### src/rtl/ir_level_ctrl.sv
// ir_level_ctrl: turns validated IR remote codes into per-channel intensity
// levels for a bank of PWM generators. It checks the address and the command
// complement, applies saturating coarse/fine steps, and supports broadcast
// commands. An optional fade mode ramps each level toward its target.
//
// Handshake: new_code_in is a valid-only strobe with no ready. code_in is
// sampled only in a cycle where new_code_in=1. Every strobe is consumed at
// the next rising edge, so strobes may arrive in back-to-back cycles.
module ir_level_ctrl #(
    parameter int          NUM_CH      = 3,
    parameter int          WIDTH       = 8,
    parameter int          COARSE_STEP = 5,
    parameter int          FINE_STEP   = 1,
    parameter int          RESET_LEVEL = 1,
    parameter logic [15:0] ADDR        = 16'h57E3,
    parameter logic [7:0]  CMD_BASE    = 8'h10,
    parameter logic [7:0]  CMD_ALL_OFF = 8'h40,
    parameter logic [7:0]  CMD_RESTORE = 8'h41,
    parameter logic [7:0]  CMD_MODE    = 8'h42,
    parameter int          RAMP_DIV    = 100000
) (
    input  logic                    clk_in,
    input  logic                    rst_n_in,
    input  logic [31:0]             code_in,
    input  logic                    new_code_in,
    output logic [NUM_CH*WIDTH-1:0] level_out,
    output logic [NUM_CH*WIDTH-1:0] target_out,
    output logic                    fade_mode_out,
    output logic                    busy_out,
    output logic                    cmd_ok_out,
    output logic                    err_out,
    output logic [1:0]              err_code_out
);

    localparam int               PW        = (RAMP_DIV > 1) ? $clog2(RAMP_DIV) : 1;
    localparam logic [PW-1:0]    PRESC_MAX = PW'(RAMP_DIV - 1);
    localparam logic [WIDTH:0]   COARSE_W  = (WIDTH+1)'(COARSE_STEP);
    localparam logic [WIDTH:0]   FINE_W    = (WIDTH+1)'(FINE_STEP);
    localparam logic [WIDTH-1:0] RST_LVL   = WIDTH'(RESET_LEVEL);
    localparam logic [WIDTH-1:0] MAX_LVL   = '1;
    localparam logic [8:0]       CH_SPAN   = 9'(4 * NUM_CH);

    // Sums and differences are formed one bit wider so the carry/borrow
    // flags the overflow; the result clamps instead of wrapping.
    function automatic logic [WIDTH-1:0] sat_add(input logic [WIDTH-1:0] v,
                                                 input logic [WIDTH:0]   s);
        logic [WIDTH:0] r;
        r = {1'b0, v} + s;
        return r[WIDTH] ? MAX_LVL : r[WIDTH-1:0];
    endfunction

    function automatic logic [WIDTH-1:0] sat_sub(input logic [WIDTH-1:0] v,
                                                 input logic [WIDTH:0]   s);
        logic [WIDTH:0] r;
        r = {1'b0, v} - s;
        return r[WIDTH] ? '0 : r[WIDTH-1:0];
    endfunction

    logic [WIDTH-1:0] target_q [NUM_CH];
    logic [WIDTH-1:0] target_d [NUM_CH];
    logic [WIDTH-1:0] level_q  [NUM_CH];
    logic [WIDTH-1:0] level_d  [NUM_CH];
    logic [PW-1:0]    presc_q, presc_d;
    logic             fade_q, fade_d;
    logic             busy_q, busy_d;
    logic             cmd_ok_q, cmd_ok_d;
    logic             err_q, err_d;
    logic [1:0]       err_code_q, err_code_d;

    logic [7:0] cmd, inv;
    logic       addr_ok, inv_ok, ch_hit, special, accept, tick;
    logic [8:0] idx_w;
    logic [5:0] ch_sel;
    logic [1:0] op;

    // Field split and validity checks of the incoming code.
    always_comb begin
        cmd     = code_in[15:8];
        inv     = code_in[7:0];
        addr_ok = (code_in[31:16] == ADDR);
        inv_ok  = (inv == ~cmd);
        idx_w   = {1'b0, cmd} - {1'b0, CMD_BASE};
        // Bit 8 is the borrow: set when cmd lies below CMD_BASE.
        ch_hit  = !idx_w[8] && (idx_w < CH_SPAN);
        ch_sel  = idx_w[7:2];
        op      = idx_w[1:0];
        special = (cmd == CMD_ALL_OFF) || (cmd == CMD_RESTORE) || (cmd == CMD_MODE);
        accept  = new_code_in && addr_ok && inv_ok && (ch_hit || special);
        tick    = (presc_q == PRESC_MAX);
    end

    // Command execution: target updates, mode toggle, accept/reject pulses.
    always_comb begin
        target_d   = target_q;
        fade_d     = fade_q;
        cmd_ok_d   = 1'b0;
        err_d      = 1'b0;
        err_code_d = err_code_q;
        if (accept) begin
            cmd_ok_d = 1'b1;
            if (ch_hit) begin
                for (int k = 0; k < NUM_CH; k++) begin
                    if (int'(ch_sel) == k) begin
                        case (op)
                            2'd0:    target_d[k] = sat_add(target_q[k], COARSE_W);
                            2'd1:    target_d[k] = sat_sub(target_q[k], COARSE_W);
                            2'd2:    target_d[k] = sat_add(target_q[k], FINE_W);
                            default: target_d[k] = sat_sub(target_q[k], FINE_W);
                        endcase
                    end
                end
            end else if (cmd == CMD_ALL_OFF) begin
                for (int k = 0; k < NUM_CH; k++) target_d[k] = '0;
            end else if (cmd == CMD_RESTORE) begin
                for (int k = 0; k < NUM_CH; k++) target_d[k] = RST_LVL;
            end else begin
                fade_d = !fade_q;
            end
        end else if (new_code_in) begin
            err_d = 1'b1;
            if (!addr_ok)     err_code_d = 2'd1;
            else if (!inv_ok) err_code_d = 2'd2;
            else              err_code_d = 2'd3;
        end
    end

    // Level tracking: snap copies the new target, fade steps toward the
    // pre-command target on a prescaler tick; busy mirrors the next state.
    always_comb begin
        level_d = level_q;
        busy_d  = 1'b0;
        presc_d = tick ? '0 : presc_q + 1'b1;
        for (int k = 0; k < NUM_CH; k++) begin
            if (!fade_d) begin
                level_d[k] = target_d[k];
            end else if (tick && (level_q[k] != target_q[k])) begin
                level_d[k] = (level_q[k] < target_q[k]) ? level_q[k] + 1'b1
                                                         : level_q[k] - 1'b1;
            end
            busy_d = busy_d | (level_d[k] != target_d[k]);
        end
    end

    // State registers with asynchronous reset.
    always_ff @(posedge clk_in or negedge rst_n_in) begin
        if (!rst_n_in) begin
            for (int k = 0; k < NUM_CH; k++) begin
                target_q[k] <= RST_LVL;
                level_q[k]  <= RST_LVL;
            end
            presc_q    <= '0;
            fade_q     <= 1'b0;
            busy_q     <= 1'b0;
            cmd_ok_q   <= 1'b0;
            err_q      <= 1'b0;
            err_code_q <= 2'd0;
        end else begin
            for (int k = 0; k < NUM_CH; k++) begin
                target_q[k] <= target_d[k];
                level_q[k]  <= level_d[k];
            end
            presc_q    <= presc_d;
            fade_q     <= fade_d;
            busy_q     <= busy_d;
            cmd_ok_q   <= cmd_ok_d;
            err_q      <= err_d;
            err_code_q <= err_code_d;
        end
    end

    // Pack per-channel registers onto the output buses.
    always_comb begin
        level_out  = '0;
        target_out = '0;
        for (int k = 0; k < NUM_CH; k++) begin
            level_out[k*WIDTH +: WIDTH]  = level_q[k];
            target_out[k*WIDTH +: WIDTH] = target_q[k];
        end
    end

    assign fade_mode_out = fade_q;
    assign busy_out      = busy_q;
    assign cmd_ok_out    = cmd_ok_q;
    assign err_out       = err_q;
    assign err_code_out  = err_code_q;

endmodule

### config.mk
export PLATFORM = sky130hd
export DESIGN_NAME = ir_level_ctrl
export DESIGN_NICKNAME = d
export VERILOG_FILES = /design/src/rtl/ir_level_ctrl.sv
export SDC_FILE = /design/constraint.sdc
export NUM_CORES = 1
export LEC_CHECK = 0
export CORE_ASPECT_RATIO = 0.5
export CORE_MARGIN = 2
export CORE_UTILIZATION = 50
export CTS_CLUSTER_SIZE = 20
export DETAILED_ROUTE_END_ITERATION = 16
export GPL_TIMING_DRIVEN = 1
export PLACE_DENSITY_LB_ADDON = 0.25
export SYNTH_ARGS = -nofsm -noshare
export SYNTH_HDL_FRONTEND = slang
export SYNTH_SLANG_ARGS = --single-unit
export TNS_END_PERCENT = 20
### constraint.sdc
create_clock -name clk_in -period 5.1 [get_ports clk_in]
set_input_delay 1.02 -clock clk_in [delete_from_list [all_inputs] [get_ports clk_in]]
set_output_delay 1.02 -clock clk_in [all_outputs]
set_load 0.05 [all_outputs]
==> results.ini <==
[place]
hpwl_um=17000
routabilityCongestion=0.975
numPortBuffers=88
pre_cts_slack_ns=0.0589

[setup_path]
crit_path_end_kind=register
path_delay_family=compound AO/OA/AOI/OAI gates
slowest_stage=dfrtp_1
slowest_delay_ns=0.65
crit_buf_inv=1
setup.worst_path.class=reg2reg
reg2reg_to=busy_out$_DFF_PN0_
reg2reg_slack_ns=0.37
cp.required_ns=5.29
startpoint_type=register
reg2regPathDepth=17
cp_max_fo=15
cp_data_arrival_time_ns=4.92
worstPathCellList=inv_1 -> ha_1 -> o21ai_0 -> a21oi_1 -> o221ai_1 -> o21ai_1 -> ha_1 -> a21oi_1 -> o211ai_1 -> o41ai_1 -> nand2b_1 -> mux2i_1 -> xnor2_1 -> xor2_1 -> nand2_1 -> nor4_1 -> a41oi_1
r2r_start=target_out[10]$_DFF_PN0_

[power_and_ir_drop]
p_per_area_mw_per_mm2=149
leakage_nw=3.58
vdd_drop_max_mv=0.133
power.total_w=0.00131

[global_route]
grt-ovfl-total=0
grt_pass1_vias=7068
grt_max_degree=61
grt_first_pass_wirelength_um=36500
track_usage=0.283
antenna_found_initial=0

[sta]
slew_violations=0
fin_crit_ns=4.73
fmax_mhz=211
setup_viol=0
finalHoldViolCount=0
skew_ns=0.00753
whs_ns=0.486
slew_headroom=0.388
period_share=0.927
worst_slew_pin_slew_ns=0.914
fin_setup_tns_ns=0
rsz0062_at_grt=false
postLayoutSetupSlackWorst_ns=0.371

[floorplanning]
io_pins=89
dieArea_mm2=0.0159
die_w_um=176
start_util=0.512
die_h_um=90.2
core-area_mm2=0.0145
row_count=31

[cells_and_area]
utilization=0.605
fin_nets=1107
antennaDiodeCount=0
drive_gt1_frac=0.0598
syn2layout_area_growth_pct=18.2
fill_cells=1283

[drt]
drt_first_pass_iters=7
wl_per_cell_um=18.3
viasPerCell=6.33
drt-initial-drc-count=950
route.detailed.drc=0
num_vias=7704
wirelength_um=22300
ant_nets=0

[synthesis]
synth.avg_cell_area_um2=7.81
synth_top_area_share=0.219
ys_async_sr_fraction=1.00
syn_inst=951
synth_warnings=0
ys.flop_type=dfrtp_1
netlist-cell-type-count=78
synthesis.nets=1043
ys_seq_area_frac=0.240
ys_seq_elements=71
synth_top_area_cell=dfrtp_1
synth-edff-count=0
synthTopCellsByArea=dfrtp_1, ha_1, xnor2_1
syn_area_mm2=0.00743

[clock_tree]
cts_tree=yes
clockBufferDepth=2
cts_setup_buffers=0
cts_sinks=71
cts_hold_buffers=0
htree_num_levels=3
cts-buffers-inserted=9
clk_pin_slew_ns=0.06
cts_root_buffer=clkbuf_16
clk_latency_ns=0.34

[min_path]
holdPathStages=1
min_to=presc_q[0]$_DFF_PN0_
min-delay-start=presc_q[0]$_DFF_PN0_
hp-class=reg2reg

[run_status]
status=finished, final reports clean

[job]
cap_violations=0

-- where the power goes --
| part | switching (W) | leakage (nW) | internal (W) |
|---|---|---|---|
| Combinational | 0.0000654 | 2.50 | 0.0000464 |
| Clock | 0.000255 | 0.142 | 0.000379 |
| Sequential | 0.000000125 | 0.939 | 0.000564 |
| Total | 0.000320 | 3.58 | 0.000990 |
-- cells in the mapped netlist (all sizes together), types with 5 or more instances --
master  count
inv        49
o211ai     14
o21a       11
a41oi       5
a31oi      14
a21oi      70
and4       10
o221ai     10
nor2       98
nor4        9
or3        13
o21ai      57
or4        10
and2        8
o31ai       8
a211oi     10
a21o        6
nand2b     15
dfrtp      65
a22o        5
ha         54
nor3       29
and3        7
nor3b       7
nor2b      19
a22oi       7
nand3      33
xor2       25
mux2i      17
nand2      65
clkbuf     50
dfstp       6
xnor2      55
o41ai       5
nand4      21
-- final cells by class --
class | instances | area, um^2 | share of cell area
Clock buffer | 9 | 225 | 0.0257
Clock inverter | 7 | 72.6 | 0.00827
Inverter | 51 | 191 | 0.0218
Multi-Input combinational cell | 775 | 5240 | 0.597
Sequential cell | 71 | 1780 | 0.203
Tap cell | 198 | 248 | 0.0282
Timing Repair Buffer | 107 | 1010 | 0.115
-- logic make-up after synthesis --
kind of cell    count (synthesis)  share of synthesized area
simple gates                  363                      0.255
compound gates                253                      0.225
buf+inv                       105                     0.0537
xor+xnor                       81                     0.0974
flops                          71                      0.240
fa+ha+maj                      58                      0.100
mux                            20                     0.0275
-- worst max path at each step --
stage	cells after the start	endpoint	startpoint	slack [ns]
after floorplan	19	busy_out$_DFF_PN0_	target_out[11]$_DFF_PN0_	0.42
after global placement	17	busy_out$_DFF_PN0_	target_out[10]$_DFF_PN0_	0.20
after detailed placement	17	busy_out$_DFF_PN0_	target_out[10]$_DFF_PN0_	0.06
after CTS	17	busy_out$_DFF_PN0_	target_out[10]$_DFF_PN0_	0.06
after global routing	17	busy_out$_DFF_PN0_	target_out[10]$_DFF_PN0_	0.05
final	17	busy_out$_DFF_PN0_	target_out[10]$_DFF_PN0_	0.37
-- per-layer routing --
metal	share of wire	wire, um	vias to the layer above	track usage
met3	0.086	1920	46	0.0546
met5	0	0	-	0
li1	-	-	3601	-
met4	0.017	376	0	0.0579
met2	0.46	10200	371	0.442
met1	0.44	9860	3686	0.407
-- what timing repair did --
| action | 4_1_cts | 5_1_grt |
|---|---|---|
| setup endpoints to repair | 0 | 1 |
| endpoints found under the hold margin | 0 | 0 |
| gates resized for setup | 0 | 1 |
-- registers in the layout (all words and copies together) (netlist names) --
signal / cells
fade_mode_out: 1
busy_out: 1
level_out: 24
cmd_ok_out: 1
err_out: 1
presc_q: 17
target_out: 24
err_code_out: 2
-- placed cells by master (no fill, tap or decap), types with 9 or more instances in the layout --
master and n:
a211oi_1 9, a21oi_1 70, a31oi_1 14, and4_1 10, buf_4 19, clkbuf_16 9
clkdlybuf4s50_1 86, dfrtp_1 65, ha_1 54, inv_1 49, mux2i_1 17, nand2_1 65
nand2b_1 14, nand3_1 33, nand4_1 21, nor2_1 97, nor2b_1 19, nor3_1 28
nor4_1 9, o211ai_1 14, o21a_1 11, o21ai_0 54, o221ai_1 10, or3_1 12
or4_1 10, xnor2_1 55, xor2_1 25
-- per-stage QoR --
stage               cells  area [um^2]
finish               1218         8780
global route         1218         8780
CTS                  1218         8780
floorplan             951         7430
detailed placement   1202         8480
global placement     1202         8480
(Power assumes the default switching activity.)
